<file path="src/rtl/loader_pkg.sv">
`default_nettype none
// ============================================================================
// loader_pkg : shared types and constants for the instruction boot loader
// Rev 1.0
// ============================================================================
package loader_pkg;

  localparam int WORD_BYTES          = 4;
  localparam int RELEASE_DLY_DEFAULT = 2;

  typedef enum logic [2:0] {
    ST_IDLE  = 3'd0,
    ST_RECV  = 3'd1,
    ST_WRITE = 3'd2,
    ST_HOLD  = 3'd3,
    ST_RUN   = 3'd4,
    ST_ERR   = 3'd5
  } state_e;

endpackage
`default_nettype wire

</file>
<file path="src/rtl/byte_word_packer.sv">
`default_nettype none
// ============================================================================
// byte_word_packer : assembles little-endian words from a byte stream
// Rev 1.0
// ============================================================================
module byte_word_packer
  import loader_pkg::*;
(
  input  logic                    clk_i,
  input  logic                    reset_i,
  input  logic                    accept_i,
  input  logic [7:0]              byte_data_i,
  input  logic                    clear_i,
  output logic [8*WORD_BYTES-1:0] word_o,
  output logic                    last_byte_o
);

  localparam int CNT_W = $clog2(WORD_BYTES);

  logic [CNT_W-1:0]        cnt_q;
  logic [8*WORD_BYTES-1:0] word_q;

  // Shifting in from the top leaves the first byte in the LSB after a full word.
  always_ff @(posedge clk_i) begin
    if (reset_i || clear_i) begin
      cnt_q  <= '0;
      word_q <= '0;
    end else if (accept_i) begin
      cnt_q  <= cnt_q + CNT_W'(1);
      word_q <= {byte_data_i, word_q[8*WORD_BYTES-1:8]};
    end
  end

  assign word_o      = word_q;
  assign last_byte_o = (cnt_q == CNT_W'(WORD_BYTES - 1));

endmodule
`default_nettype wire

</file>
<file path="src/rtl/imem_boot_loader.sv">
`default_nettype none
// ============================================================================
// imem_boot_loader : loads a byte stream into instruction memory, then
// releases the core from reset. Rev 1.0
// ============================================================================
module imem_boot_loader
  import loader_pkg::*;
#(
  parameter int DEPTH_WORDS = 128,
  parameter int ADDR_W      = 9,
  parameter int RELEASE_DLY = RELEASE_DLY_DEFAULT
) (
  input  logic              clk_i,
  input  logic              reset_i,
  input  logic              start_i,
  input  logic [7:0]        load_len_i,
  input  logic              byte_valid_i,
  input  logic [7:0]        byte_data_i,
  output logic              byte_ready_o,
  output logic              mem_we_o,
  output logic [ADDR_W-1:0] mem_addr_o,
  output logic [31:0]       mem_wdata_o,
  output logic              core_reset_o,
  output logic              busy_o,
  output logic              done_o,
  output logic              err_o
);

  state_e              state_q, state_d;
  logic [7:0]          len_q, len_d;
  logic [7:0]          widx_q, widx_d;
  logic [3:0]          dly_q, dly_d;
  logic [ADDR_W-1:0]   maddr_q, maddr_d;
  logic [31:0]         mdata_q, mdata_d;

  logic                pk_clear;
  logic                pk_accept;
  logic                pk_last;
  logic [31:0]         pk_word;
  logic                len_ok;
  logic [ADDR_W-1:0]   wr_addr;

  assign pk_accept = byte_valid_i && (state_q == ST_RECV);
  assign len_ok    = (load_len_i != 8'd0) && (32'(load_len_i) <= DEPTH_WORDS);
  assign wr_addr   = ADDR_W'({widx_q, 2'b00});

  byte_word_packer u_packer (
    .clk_i       (clk_i),
    .reset_i     (reset_i),
    .accept_i    (pk_accept),
    .byte_data_i (byte_data_i),
    .clear_i     (pk_clear),
    .word_o      (pk_word),
    .last_byte_o (pk_last)
  );

  always_comb begin
    state_d  = state_q;
    len_d    = len_q;
    widx_d   = widx_q;
    dly_d    = dly_q;
    maddr_d  = maddr_q;
    mdata_d  = mdata_q;
    pk_clear = 1'b0;
    case (state_q)
      ST_IDLE, ST_RUN, ST_ERR: begin
        if (start_i) begin
          if (len_ok) begin
            state_d  = ST_RECV;
            len_d    = load_len_i;
            widx_d   = 8'd0;
            pk_clear = 1'b1;
          end else begin
            state_d  = ST_ERR;
          end
        end
      end
      ST_RECV: begin
        if (byte_valid_i && pk_last) state_d = ST_WRITE;
      end
      ST_WRITE: begin
        // Capture the port values so they hold once the strobe drops.
        maddr_d = wr_addr;
        mdata_d = pk_word;
        widx_d  = widx_q + 8'd1;
        if (widx_q == len_q - 8'd1) begin
          state_d = ST_HOLD;
          dly_d   = 4'd0;
        end else begin
          state_d = ST_RECV;
        end
      end
      ST_HOLD: begin
        if (dly_q == 4'(RELEASE_DLY - 1)) state_d = ST_RUN;
        else                              dly_d   = dly_q + 4'd1;
      end
      default: state_d = ST_IDLE;
    endcase
  end

  always_ff @(posedge clk_i) begin
    if (reset_i) begin
      state_q <= ST_IDLE;
      len_q   <= 8'd0;
      widx_q  <= 8'd0;
      dly_q   <= 4'd0;
      maddr_q <= '0;
      mdata_q <= 32'd0;
    end else begin
      state_q <= state_d;
      len_q   <= len_d;
      widx_q  <= widx_d;
      dly_q   <= dly_d;
      maddr_q <= maddr_d;
      mdata_q <= mdata_d;
    end
  end

  assign byte_ready_o = (state_q == ST_RECV);
  assign mem_we_o     = (state_q == ST_WRITE);
  assign mem_addr_o   = mem_we_o ? wr_addr : maddr_q;
  assign mem_wdata_o  = mem_we_o ? pk_word : mdata_q;
  assign core_reset_o = (state_q != ST_RUN);
  assign busy_o       = (state_q == ST_RECV) || (state_q == ST_WRITE) || (state_q == ST_HOLD);
  assign done_o       = (state_q == ST_RUN);
  assign err_o        = (state_q == ST_ERR);

endmodule
`default_nettype wire

</file>
<file path="config.mk">
export PLATFORM = sky130hd
export DESIGN_NAME = imem_boot_loader
export DESIGN_NICKNAME = d
export VERILOG_FILES = /design/src/rtl/loader_pkg.sv /design/src/rtl/byte_word_packer.sv /design/src/rtl/imem_boot_loader.sv
export SDC_FILE = /design/constraint.sdc
export NUM_CORES = 1
export LEC_CHECK = 0
export CORE_ASPECT_RATIO = 0.75
export CORE_MARGIN = 10
export CORE_UTILIZATION = 48
export CTS_CLUSTER_DIAMETER = 40
export DETAILED_ROUTE_END_ITERATION = 10
export GPL_TIMING_DRIVEN = 0
export PLACE_DENSITY_LB_ADDON = 0.2
export SETUP_SLACK_MARGIN = 0.3
export SYNTH_ARGS = -nofsm -noshare
export SYNTH_HDL_FRONTEND = slang
export SYNTH_HIERARCHICAL = 1
export SYNTH_SLANG_ARGS = --single-unit
</file>
<file path="constraint.sdc">
create_clock -name clk_i -period 4.2 [get_ports clk_i]
set_input_delay 0.84 -clock clk_i [delete_from_list [all_inputs] [get_ports clk_i]]
set_output_delay 0.84 -clock clk_i [all_outputs]
set_load 0.01 [all_outputs]
</file>
# Word level (Yosys, flattened, before mapping)
# Index checks and enable logic that the tools add are counted.
[word_totals]
out_inout_bits = 47
regBits = 98
wordCells = 60
[classes]
mux = 17
order_cmp = 1
eq_ne = 15
reduce_logical = 15
add_sub_neg = 4
[ops]
columns = ["cell", "n"]
rows = [
  ["32-bit 2-to-1 mux", 1],
  ["8-bit 2-to-1 mux", 2],
  ["8-bit case mux with 2 select lines", 1],
  ["3-bit 2-to-1 mux", 4],
  ["3-bit case mux with 4 select lines", 1],
  ["3-bit AND reduction", 4],
  ["9-bit 2-to-1 mux", 1],
  ["8-bit by 1-bit adder with 8-bit output, second input constant", 1],
  ["8-bit == test", 1],
  ["8-bit less-or-equal comparator, second input constant", 1],
  ["4-bit 2-to-1 mux", 2],
  ["2-bit != test, second input constant", 4],
  ["4-bit case mux with 2 select lines", 1],
  ["8-bit nonzero test", 1],
  ["8-bit by 1-bit subtractor with 8-bit output, second input constant", 1],
  ["3-bit by 2-bit == test with 1-bit output, second input constant", 2],
  ["3-bit == test, second input constant", 2],
  ["4-bit by 1-bit adder with 4-bit output, second input constant", 1],
  ["4-bit by 1-bit == test with 1-bit output, second input constant", 1],
  ["2-bit by 1-bit != test with 1-bit output, second input constant", 2],
  ["2-bit nonzero test", 2],
  ["3-bit by 1-bit == test with 1-bit output, second input constant", 1],
  ["1-bit logical AND", 3],
  ["3-bit logical NOT", 1],
  ["other kinds (7)", 11],
]

# Longest topological paths before layout
# Gate-level depths: netlist of run 1.
[logic_depth]
ltp_word = 6
depth_mapped = 9
mapped_depth_nobuf = 7

# By module
# Netlist of run 1, hierarchy kept.
[by_module_without_submodules]
columns = ["module", "seq_area_each_um2", "area_each_um2", "cells_per_inst", "instances"]
rows = [
  ["imem_boot_loader", 1281.2, 3057.9, 304, 1],
  ["byte_word_packer", 680.7, 1263.7, 112, 1],
]

# Worst setup path before layout of run 1
# No wires, ideal clock.
[synth_timing]
path_kind = "input -> register"
from = "input port load_len_i[3]"
to = "register u_packer.cnt_q[0]"
path_buffers = 3
path_stages = 8
path_slack_ns = 1.413
arrival_time_ns = 2.723
setup_time_ns = 0.064
path_cell_list = "or4_4 -> or3_4 -> and3_2 -> buf_6 -> or2_1 -> buf_6 -> buf_8 -> nor2_1"
[synth_via]
elab_chain_cells = 6
elab_cells_between_ends = 7
cone_classes = "order compare (1); mux (3); reduce/logical (3)"
[synth_rtl]
columns = ["element", "line", "source"]
rows = [
  ["start: declaration", "imem_boot_loader.sv:16", "input logic [7:0] load_len_i,"],
  ["8-bit less-or-equal comparator or 8-bit nonzero test (tied branches)", "imem_boot_loader.sv:44", "assign len_ok = (load_len_i != 8'd0) && (32'(load_len_i) <= DEPTH_WORDS);"],
  ["1-bit logical AND (*)", "imem_boot_loader.sv:44", ""],
  ["1-bit 2-to-1 mux (*)", "imem_boot_loader.sv:68", "if (len_ok) begin"],
  ["1-bit 2-to-1 mux (*)", "imem_boot_loader.sv:67", "if (start_i) begin"],
  ["1-bit 2-to-1 mux (*)", "imem_boot_loader.sv:65", "case (state_q)"],
  ["net pk_clear", "imem_boot_loader.sv:36", "logic pk_clear;"],
  ["1-bit logical OR (*)", "byte_word_packer.sv:25", "if (reset_i || clear_i) begin"],
  ["end signal: assignment", "byte_word_packer.sv:29", "cnt_q <= cnt_q + CNT_W'(1);"],
  ["end: declaration", "byte_word_packer.sv:20", "logic [CNT_W-1:0] cnt_q;"],
]
# The timed path passes the listed nets; every way through them passes the cells marked *.
# A chain may end at the register's enable or synchronous reset.

# Final worst setup path of run 1
[layout_timing]
from = "register state_q[2]"
to = "output port mem_wdata_o[23]"
[layout_via]
elab_chain_cells = 2
[layout_rtl]
columns = ["element", "line", "source"]
rows = [
  ["start: declaration", "imem_boot_loader.sv:29", "state_e state_q, state_d;"],
  ["start signal: assignment", "imem_boot_loader.sv:110", "state_q <= state_d;"],
  ["3-bit by 2-bit == test with 1-bit output", "imem_boot_loader.sv:120", "assign mem_we_o = (state_q == ST_WRITE);"],
  ["32-bit 2-to-1 mux", "n/a", ""],
  ["end: declaration", "imem_boot_loader.sv:22", "output logic [31:0] mem_wdata_o,"],
]
# Every way passes these cells.

==> results of run 1 <==
==> registers in the layout, indices dropped and copies added (netlist names) <==
signal           count
u_packer/cnt_q       2
mdata_q             32
widx_q               8
state_q              3
u_packer/word_o     32
maddr_q              9
len_q                8
dly_q                4
==> how the worst max path moves through the flow <==
| stage | end | cells after the start |
|---|---|---|
| global placement | u_packer/word_o[0] | 9 |
| CTS | mem_wdata_o[23] | 5 |
| detailed placement | u_packer/word_o[1] | 9 |
| floorplan | u_packer/cnt_q[0] | 8 |
| global route | mem_wdata_o[23] | 5 |
| finish | mem_wdata_o[23] | 5 |
==> metal layers <==
layer	share of wire	GRT usage	vias up
met4	0.0051	0.03190	0
met5	0	0	-
met2	0.43	0.2237	83
li1	-	-	1588
met1	0.47	0.2133	1492
met3	0.097	0.06570	6
==> through the flow <==
stage | power (mW) | area (sq um) | setup slack (ps) | hold WS [ps]
2_1_floorplan | 1.108 | 4322 | 1413 | 454.4
3_3_place_gp | 1.170 | 5117 | 890.5 | 474.1
3_5_place_dp | 1.176 | 5117 | 855.7 | 481.1
4_1_cts | 1.931 | 5390 | 552.4 | 497.9
5_1_grt | 1.989 | 5390 | 417.6 | 528.8
6_report | 1.918 | 5390 | 623.7 | 496.3
==> layout make-up <==
| class | count | share of cell area |
|---|---|---|
| clock inverters | 2 | 0.002321 |
| repair buffers | 66 | 0.1226 |
| flip-flops and latches | 98 | 0.3640 |
| well taps | 108 | 0.02507 |
| inverters | 6 | 0.004178 |
| multi-input cells | 286 | 0.4004 |
| clock buffers | 13 | 0.04828 |
| plain buffers | 26 | 0.03319 |
==> worst max-delay path, delay by kind of cell (launching register included) <==
| kind | cells | cell delay (ps) |
|---|---|---|
| buf+inv | 3 | 1080 |
| mux | 1 | 380 |
| flops | 1 | 320 |
| simple gates | 1 | 620 |
==> logic make-up (layout without fill, tap and decap cells) <==
kind of cell / Yosys count / after routing / synth area share
AOI/OAI and AO/OA: 36 / 36 / 0.06775
xor gates and xnor gates: 12 / 12 / 0.02432
adders and majority gates: 5 / 5 / 0.01448
buffers and inverters: 32 / 113 / 0.04661
DFF: 98 / 98 / 0.4540
muxes: 84 / 84 / 0.2058
and+or+nand+nor: 149 / 149 / 0.1870
==> cells in the final DEF (no fill, tap or decap), types with 2 or more instances in the layout <==
master / instances
nor2b_1: 44
nor3_1: 5
nand2_1: 8
clkbuf_1: 13
ha_1: 5
o21ba_2: 2
a41oi_1: 2
nor2_1: 53
a31oi_1: 2
clkbuf_16: 9
inv_1: 6
clkdlybuf4s50_1: 66
nand3_1: 6
o21ai_0: 5
buf_6: 5
nand2b_1: 6
a21oi_1: 4
or3_1: 2
buf_2: 5
a211oi_1: 3
nand3b_1: 3
mux2_2: 39
dfxtp_1: 98
nor4_1: 4
nand4_1: 2
buf_8: 3
mux2i_1: 45
or4_1: 2
clkbuf_8: 2
o31ai_1: 2
a21boi_1: 2
xor2_1: 6
and3_1: 2
xnor2_1: 6
==> power by group <==
| group | internal, mW | switching, mW | total (mW) |
|---|---|---|---|
| Sequential | 0.941 | 0.0122 | 0.954 |
| Clock | 0.430 | 0.331 | 0.761 |
| Combinational | 0.0961 | 0.107 | 0.203 |
| Total | 1.47 | 0.450 | 1.92 |
==> results by group, run 1 <==
Run
  – Max-Cap Viols: 0

Power and ir drop
  – P_leak: 2.023 nW
  – Pwr per Cell Area: 355.8 nW/um^2
  – Worst ir drop on vdd: 0.0003091 V

Setup path
  – Arrival @ worst endpoint: 2740 ps
  – Sequence of cells on the critical path: clkbuf_1, nor3b_2, buf_2, mux2_2, clkdlybuf4s50_1
  – Worst endpoint required time: 3360 ps
  – CP startpoint kind: register
  – Setup CP Type: register to primary output
  – Critical path's largest stage delay: 620 ps
  – Critical path fanouts, max: 10
  – Slowest CP cell: nor3b_2
  – Reg-to-reg slack, setup: 1570 ps
  – Critical path startpoint: state_q[2]
  – Reg2reg end: dly_q[1]
  – Reg-to-reg critical path startpoint: len_q[0]
  – CP Capture Type: primary output
  – R2R cell count: 9

Synth
  – Netlist cell types: 59
  – Synth Net Count: 441
  – Top_reg_cell synth: dfxtp_1
  – Synthesized flop and latch total: 98
  – Seq/Total Area, Yosys: 0.4540
  – Post-Syn Instances: 416
  – Synth top area share: 0.4540
  – Number of enable flip-flop cells after synthesis: 0
  – Ys Warns: 6
  – Synth Area per Inst: 10.39 sq um
  – Cell taking the most area after synthesis: dfxtp_1
  – Synthesized area: 4322 sq um
  – Most common cell in the netlist: dfxtp_1
  – Ys async rst share: 0
  – Largest cells by area after synthesis: dfxtp_1 45%, mux2i_1 10%, mux2_2 10%
  – Synth top cells by count: 98 x dfxtp_1, 53 x nor2_1, 45 x mux2i_1, 44 x nor2b_1, 39 x mux2_2

Floorplan
  – Starting Density: 0.5025
  – DIE AREA: 13,240 sq um
  – Core Region: 8600 sq um
  – Die Wd: 129.6 um
  – Row Count: 29
  – Die height: 102.2 um
  – # IOs: 67

Clock tree
  – Maximum root-to-sink buffer count: 2
  – Num CTS Buffers: 9
  – Clock sinks: 98
  – Htree depth: 3
  – Post-CTS Resized: 0
  – CTS root buffer: clkbuf_16
  – Setup Fix Bufs, Post-CTS: 0
  – Skew-Pair Late Insertion Delay: 340 ps
  – Hold-fix buffers at CTS: 0
  – Reg clk slew, reported paths: 60 ps
  – CTS tree: yes

Detailed routing
  – Via/cell ratio: 5.238
  – Routed vias: 3,169
  – Routed Antenna Nets: 0
  – Drt initial violations: 217
  – Drt total wl: 9.923 mm
  – Remaining DRCs: 0
  – Drt first pass iters: 4
  – WL/cell: 16.40 um

Hold path
  – Hold Crit Endpoint: widx_q[7]
  – Hold path start: widx_q[7]
  – Worst hold-check path type: register to register
  – Worst Hold Depth: 2

Global route
  – GRT Util Overall: 0.1558
  – Grt total ovfl: 0
  – Global-route wire length before repair: 16.50 mm
  – Initial antenna violation count: 0
  – Vias in the first global route: 3,214
  – Largest net degree at the start of global routing: 15

Final layout
  – Filler instances: 706
  – Post-Layout Cell Count: 605
  – Core Util, Final: 0.6268
  – FF/Latch Area: 1962 sq um
  – Nets: 518
  – Layout cells sized above 1: 0.1590
  – Area Overhead vs Synth: 24.72%
  – Antenna Cells: 0
  – Multi-input gate area: 2158 sq um

Status
  – Status: finished clean

Timing
  – Fin crit period: 3576 ps
  – # setup viols final: 0
  – Final Slew Violations: 0
  – Period utilization: 0.8515
  – Slew of the pin with the lowest slew margin: 773.1 ps
  – Fmax: 0.2796 GHz
  – Fin. Hold Viols: 0
  – Setup TNS: 0 ps
  – Clock Skew: 7.006 ps
  – RSZ-0062 raised after global routing: false
  – Slew Limit Headroom: 0.4823

Placed design
  – Hpwl dp: 7.299 mm
  – # port buffers: 66
  – Placed Cells: 590
  – Gpl congestion: 0.8446
Power figures use the tool's default switching activity.
==> run 2: changes to the inputs <==
--- a/config.mk
+++ b/config.mk
@@ -12,2 +12,3 @@
 export DETAILED_ROUTE_END_ITERATION = 10
+export DONT_BUFFER_PORTS = 1
 export GPL_TIMING_DRIVEN = 0
--- a/constraint.sdc
+++ b/constraint.sdc
@@ -3,2 +3,2 @@
 set_output_delay 0.84 -clock clk_i [all_outputs]
-set_load 0.01 [all_outputs]
+set_load 0.005 [all_outputs]
==> run 2 against run 1 <==
Die area unchanged. Sequential power hardly changed. Combinational power shrank 18%. Sequential cell count did not move. Critical path type unchanged. Critical path depth down 1. Global-route usage is 0.96 points lower. Power increased by 1.4%. Cell count shrank 11%. Routed wire length shrank 5.8%. Cell area fell by 12%. Register-to-register slack about the same.
==> results by group, run 2 (synthesis gave the netlist of run 1 again) <==
Detailed routing
  – Routed Antenna Nets: 0 (unchanged)
  – Drt total wl: 9.348 mm (was 9.923 mm)
  – Drt first pass iters: 4 (unchanged)
  – WL/cell: 17.31 um (was 16.40 um)
  – Drt initial violations: 145 (was 217)
  – Remaining DRCs: 0 (unchanged)
  – Routed vias: 2,928 (was 3,169)
  – Via/cell ratio: 5.422 (was 5.238)

Setup path
  – CP startpoint kind: register (unchanged)
  – Cell family with most CP delay: simple AND/OR/NAND/NOR gates (was buffers and inverters)
  – CP Capture Type: primary output (unchanged)
  – Worst endpoint required time: 3360 ps (about the same)
  – CP Buf/Inv Count: 2 (was 3)
  – Critical path's largest stage delay: 670 ps (was 620 ps)
  – Sequence of cells on the critical path: clkbuf_1, nor3b_2, buf_2, mux2_2 (was clkbuf_1, nor3b_2, buf_2, mux2_2, clkdlybuf4s50_1)
  – Setup CP Type: register to primary output (unchanged)
  – Slowest CP cell: nor3b_2 (unchanged)
  – Arrival @ worst endpoint: 2330 ps (was 2740 ps)
  – Critical path fanouts, max: 10 (unchanged)

Final layout
  – Commonest non-fill, non-tap cell in the layout: dfxtp_1 (unchanged)
  – Nets: 452 (was 518)
  – Area Overhead vs Synth: 10.16% (was 24.72%)
  – Layout cells sized above 1: 0.1898 (was 0.1590)
  – Antenna Cells: 0 (unchanged)
  – Most frequent cells in the layout: 98 x dfxtp_1, 53 x nor2_1, 45 x mux2i_1 (was 98 x dfxtp_1, 66 x clkdlybuf4s50_1, 53 x nor2_1)
  – Post-Layout Cell Count: 540 (was 605)

Power and ir drop
  – Pwr Total: 1.945 mW (was 1.918 mW)
  – Worst ir drop on vdd: 0.0002741 V (was 0.0003091 V)
  – Pwr per Cell Area: 408.5 nW/um^2 (was 355.8 nW/um^2)
  – P_leak: 1.805 nW (was 2.023 nW)

Timing
  – Min Hold Slack: 493.2 ps (was 496.3 ps)
  – Fin crit period: 3168 ps (was 3576 ps)
  – Fmax: 0.3156 GHz (was 0.2796 GHz)
  – Period utilization: 0.7543 (was 0.8515)
  – Slew of the pin with the lowest slew margin: 770.7 ps (was 773.1 ps)
  – PnR worst setup slack: 1032 ps (was 623.7 ps)
  – Final Slew Violations: 0 (unchanged)
  – Clock Skew: 5.293 ps (was 7.006 ps)
  – Setup TNS: 0 ps (unchanged)
  – # setup viols final: 0 (unchanged)
  – RSZ-0062 raised after global routing: false (unchanged)
  – Fin. Hold Viols: 0 (unchanged)
  – Slew Limit Headroom: 0.4840 (was 0.4823)

Floorplan
  – # IOs: 67 (unchanged)
  – DIE AREA: 13,240 sq um (unchanged)
  – Die Wd: 129.6 um (unchanged)
  – Die height: 102.2 um (unchanged)
  – Core Region: 8600 sq um (unchanged)
  – Starting Density: 0.5025 (unchanged)
  – Row Count: 29 (unchanged)

Global route
  – Largest net degree at the start of global routing: 17 (was 15)
  – Vias in the first global route: 2,789 (was 3,214)
  – GRT Util Overall: 0.1462 (was 0.1558)
  – Global-route wire length before repair: 15.19 mm (was 16.50 mm)
  – Grt total ovfl: 0 (unchanged)
  – Initial antenna violation count: 0 (unchanged)

Clock tree
  – CTS tree: yes (unchanged)
  – Post-CTS Resized: 0 (unchanged)
  – Maximum root-to-sink buffer count: 2 (unchanged)
  – Setup Fix Bufs, Post-CTS: 0 (unchanged)
  – Clock sinks: 98 (unchanged)
  – Htree depth: 3 (unchanged)
  – Num CTS Buffers: 9 (unchanged)
  – Hold-fix buffers at CTS: 0 (unchanged)
  – CTS root buffer: clkbuf_16 (unchanged)
  – Reg clk slew, reported paths: 70 ps (was 60 ps)
  – Skew-Pair Late Insertion Delay: 340 ps (about the same)

Placed design
  – Dpl ws: 1317 ps (was 855.7 ps)
  – Placed Cells: 524 (was 590)
  – Hpwl dp: 6.860 mm (was 7.299 mm)
  – Gpl congestion: 0.8185 (was 0.8446)
  – # port buffers: 0 (was 66)

Status
  – Status: finished clean (unchanged)

Run
  – Max-Cap Viols: 0 (unchanged)

Hold path
  – Worst hold-check path type: register to register (unchanged)
run 2: path summary, 6_finish.rpt:
check	start	to	slack (ps)	cells past startpoint
worst max-delay path	state_q[2]	mem_wdata_o[23]	1030	4
worst min-delay path	u_packer/word_o[3]	u_packer/word_o[3]	490	2
worst max register to register	len_q[0]	dly_q[1]	1570	9
worst min register to register	u_packer/word_o[3]	u_packer/word_o[3]	490	2
run 2: area by class of cell:
| cell class | instances | area, sq um |
|---|---|---|
| buffer | 26 | 178.9 |
| clock buffer | 10 | 239.0 |
| clock inverter | 6 | 65.06 |
| fill | 745 | 3839 |
| inverter | 6 | 22.52 |
| multi-input combinational | 286 | 2158 |
| sequential | 98 | 1962 |
| tap | 108 | 135.1 |
run 2: where the power goes:
part	switching (mW)	leakage [nW]	internal, mW
clock network	0.347	0.149	0.478
registers	0.0111	0.791	0.941
logic	0.0963	0.866	0.0707
total	0.454	1.81	1.49
run 2: metal layers:
metal / GRT usage / wire length [um] / vias to the layer above
met5: 0 / 0 / -
met4: 0.04138 / 99 / 0
met3: 0.06674 / 971 / 10
met2: 0.1974 / 3810 / 79
met1: 0.2026 / 4466 / 1374
li1: - / - / 1465
run 2: through the flow:
step	instance area (sq um)	utilization
2_1_floorplan	4322	-
3_3_place_gp	4457	0.5183
3_5_place_dp	4457	0.5183
4_1_cts	4761	0.5536
5_1_grt	4761	0.5536
6_report	4761	0.5536
run 2: worst register-to-register path, delay by kind of cell (launching register included):
family / cells / cell delay, ps
DFF: 1 / 310
AOI/OAI and AO/OA: 5 / 1420
buffers and inverters: 3 / 540
adders and majority gates: 1 / 200
==> run 3: changes to the inputs <==
Clock period 4.2 ns to 2.9 ns, I/O delays scaled along.
==> run 3 against run 2 <==
Worst hold slack got worse by 110 ps. Via count rose by 0.61%. Routed wire length grew 0.83%. Clock skew rose by 0.80 ps. Global-route usage rose by 0.098 points. Power is 45% higher. Die area did not move. Critical path type unchanged. Highest routed layer unchanged.
==> results by group, run 3 (synthesis gave the netlist of run 1 again) <==
Placed design
  – Placed Area: 4457 sq um (unchanged)
  – # port buffers: 0 (unchanged)
  – Gpl congestion: 0.8185 (unchanged)
  – Dpl ws: 277.3 ps (was 1317 ps)
  – Placed Cells: 524 (unchanged)
  – Hpwl dp: 6.860 mm (unchanged)

Detailed routing
  – Remaining DRCs: 0 (unchanged)
  – Drt first pass iters: 4 (unchanged)
  – Routed Antenna Nets: 0 (unchanged)
  – Via/cell ratio: 5.415 (was 5.422)
  – WL/cell: 17.33 um (was 17.31 um)
  – Drt total wl: 9.426 mm (was 9.348 mm)
  – Routed vias: 2,946 (was 2,928)
  – Drt initial violations: 160 (was 145)

Clock tree
  – Reg clk slew, reported paths: 70 ps (about the same)
  – Num CTS Buffers: 9 (unchanged)
  – CTS tree: yes (unchanged)
  – Skew-Pair Late Insertion Delay: 340 ps (about the same)
  – Maximum root-to-sink buffer count: 2 (unchanged)
  – Clock sinks: 98 (unchanged)
  – Htree depth: 3 (unchanged)
  – CTS root buffer: clkbuf_16 (unchanged)
  – Hold-fix buffers at CTS: 0 (unchanged)

Timing
  – Clock Skew: 6.089 ps (was 5.293 ps)
  – Period utilization: 0.8550
  – Slew Limit Headroom: 0.5225 (was 0.4840)
  – Final Slew Violations: 0 (unchanged)
  – # setup viols final: 0 (unchanged)
  – Slew of the pin with the lowest slew margin: 713.1 ps (was 770.7 ps)
  – Setup TNS: 0 ps (unchanged)
  – Fmax: 0.4033 GHz
  – Min Hold Slack: 385.5 ps (was 493.2 ps)
  – Fin crit period: 2479 ps
  – RSZ-0062 raised after global routing: false (unchanged)
  – Fin. Hold Viols: 0 (unchanged)
  – PnR worst setup slack: 420.6 ps (was 1032 ps)

Setup path
  – CP Buf/Inv Count: 3 (was 2)
  – Worst endpoint required time: 2320 ps (was 3360 ps)
  – Sequence of cells on the critical path: clkbuf_1, nor3b_4, buf_4, buf_2, mux2_2 (was clkbuf_1, nor3b_2, buf_2, mux2_2)
  – Arrival @ worst endpoint: 1900 ps (was 2330 ps)
  – CP Capture Type: primary output (unchanged)
  – Critical path's largest stage delay: 400 ps (was 670 ps)
  – Cell family with most CP delay: buffers and inverters (was simple AND/OR/NAND/NOR gates)
  – Slowest CP cell: mux2_2 (was nor3b_2)
  – Critical path fanouts, max: 10 (unchanged)
  – Setup CP Type: register to primary output (unchanged)
  – CP startpoint kind: register (unchanged)

Status
  – Status: finished clean (unchanged)

Global route
  – Largest net degree at the start of global routing: 17 (unchanged)
  – Initial antenna violation count: 0 (unchanged)
  – Global-route wire length before repair: 15.30 mm (was 15.19 mm)
  – Grt total ovfl: 0 (unchanged)
  – GRT Util Overall: 0.1472 (was 0.1462)
  – Vias in the first global route: 2,812 (was 2,789)

Final layout
  – Design Area, Final: 4811 sq um (was 4761 sq um)
  – Antenna Cells: 0 (unchanged)
  – Commonest non-fill, non-tap cell in the layout: dfxtp_1 (unchanged)
  – Post-Layout Cell Count: 544 (was 540)
  – Nets: 456 (was 452)
  – Most frequent cells in the layout: 98 x dfxtp_1, 53 x nor2_1, 45 x mux2i_1 (unchanged)
  – Core Util, Final: 0.5594 (was 0.5536)
  – Area Overhead vs Synth: 11.32% (was 10.16%)
  – Layout cells sized above 1: 0.2018 (was 0.1898)

Floorplan
  – Starting Density: 0.5025 (unchanged)
  – Die height: 102.2 um (unchanged)
  – Row Count: 29 (unchanged)
  – DIE AREA: 13,240 sq um (unchanged)
  – Core Region: 8600 sq um (unchanged)
  – Die Wd: 129.6 um (unchanged)
  – # IOs: 67 (unchanged)

Power and ir drop
  – Pwr per Cell Area: 587.1 nW/um^2 (was 408.5 nW/um^2)
  – Pwr Total: 2.824 mW (was 1.945 mW)
  – P_leak: 1.827 nW (was 1.805 nW)
  – Worst ir drop on vdd: 0.0003987 V (was 0.0002741 V)

Hold path
  – Worst hold-check path type: input pin to register (was register to register)

Run
  – Max-Cap Viols: 0 (unchanged)
-- run 3: cell count changes in the layout (fill, tap and decap cells not counted) --
cell / change
a211oi_1: -1
a211oi_2: +1
buf_2: -3
buf_4: +4
clkbuf_1: -1
clkbuf_2: +1
clkbuf_4: +3
nor3b_2: -1
nor3b_4: +1
-- run 3: timing repair --
| item | 4_1_cts | 5_1_grt |
|---|---|---|
| buffers inserted | 3 | 1 |
| gates cloned | 0 | 0 |
| resized for setup | 2 | 5 |
| endpoints found under the setup margin | 39 | 40 |
| pin swaps | 1 | 1 |
-- run 3: power breakdown --
part,internal (mW),leakage [nW],total (mW),switching (mW)
clock,0.693,0.149,1.20,0.507
combinational,0.103,0.888,0.245,0.142
sequential,1.36,0.791,1.38,0.0160
total,2.16,1.83,2.82,0.665
-- run 3: layout make-up --
type | count | area [sq um]
fill | 744 | 3789
multi-input combinational | 286 | 2170
sequential | 98 | 1962
clock buffer | 10 | 239.0
buffer | 26 | 187.7
tap | 108 | 135.1
clock inverter | 6 | 65.06
timing repair buffer | 4 | 30.03
inverter | 6 | 22.52
-- run 3: path summary, 6_finish.rpt --
kind / from / endpoint / slack [ps] / cells after the start
worst max-delay path: state_q[0] / mem_wdata_o[15] / 420 / 5
worst min-delay path: load_len_i[1] / len_q[1] / 390 / 2
worst max register to register: len_q[0] / dly_q[1] / 650 / 10
worst min register to register: u_packer/word_o[3] / u_packer/word_o[3] / 490 / 2
-- run 3: metal layers --
layer	GRT usage	wire length, um	vias up
li1	-	-	1473
met1	0.2032	4554	1385
met2	0.2021	3877	78
met3	0.06415	893	10
met4	0.04138	101	0
met5	0	0	-
-- run 3: worst register-to-register path, cell delays in order, from the launching register on --
cell      delay [ps]
dfxtp_1          310
clkbuf_1         260
inv_1             90
ha_1             200
buf_1            200
o21ba_2          240
a221oi_1         300
a41oi_1          100
a211oi_2         190
buf_4            170
o32ai_1           80
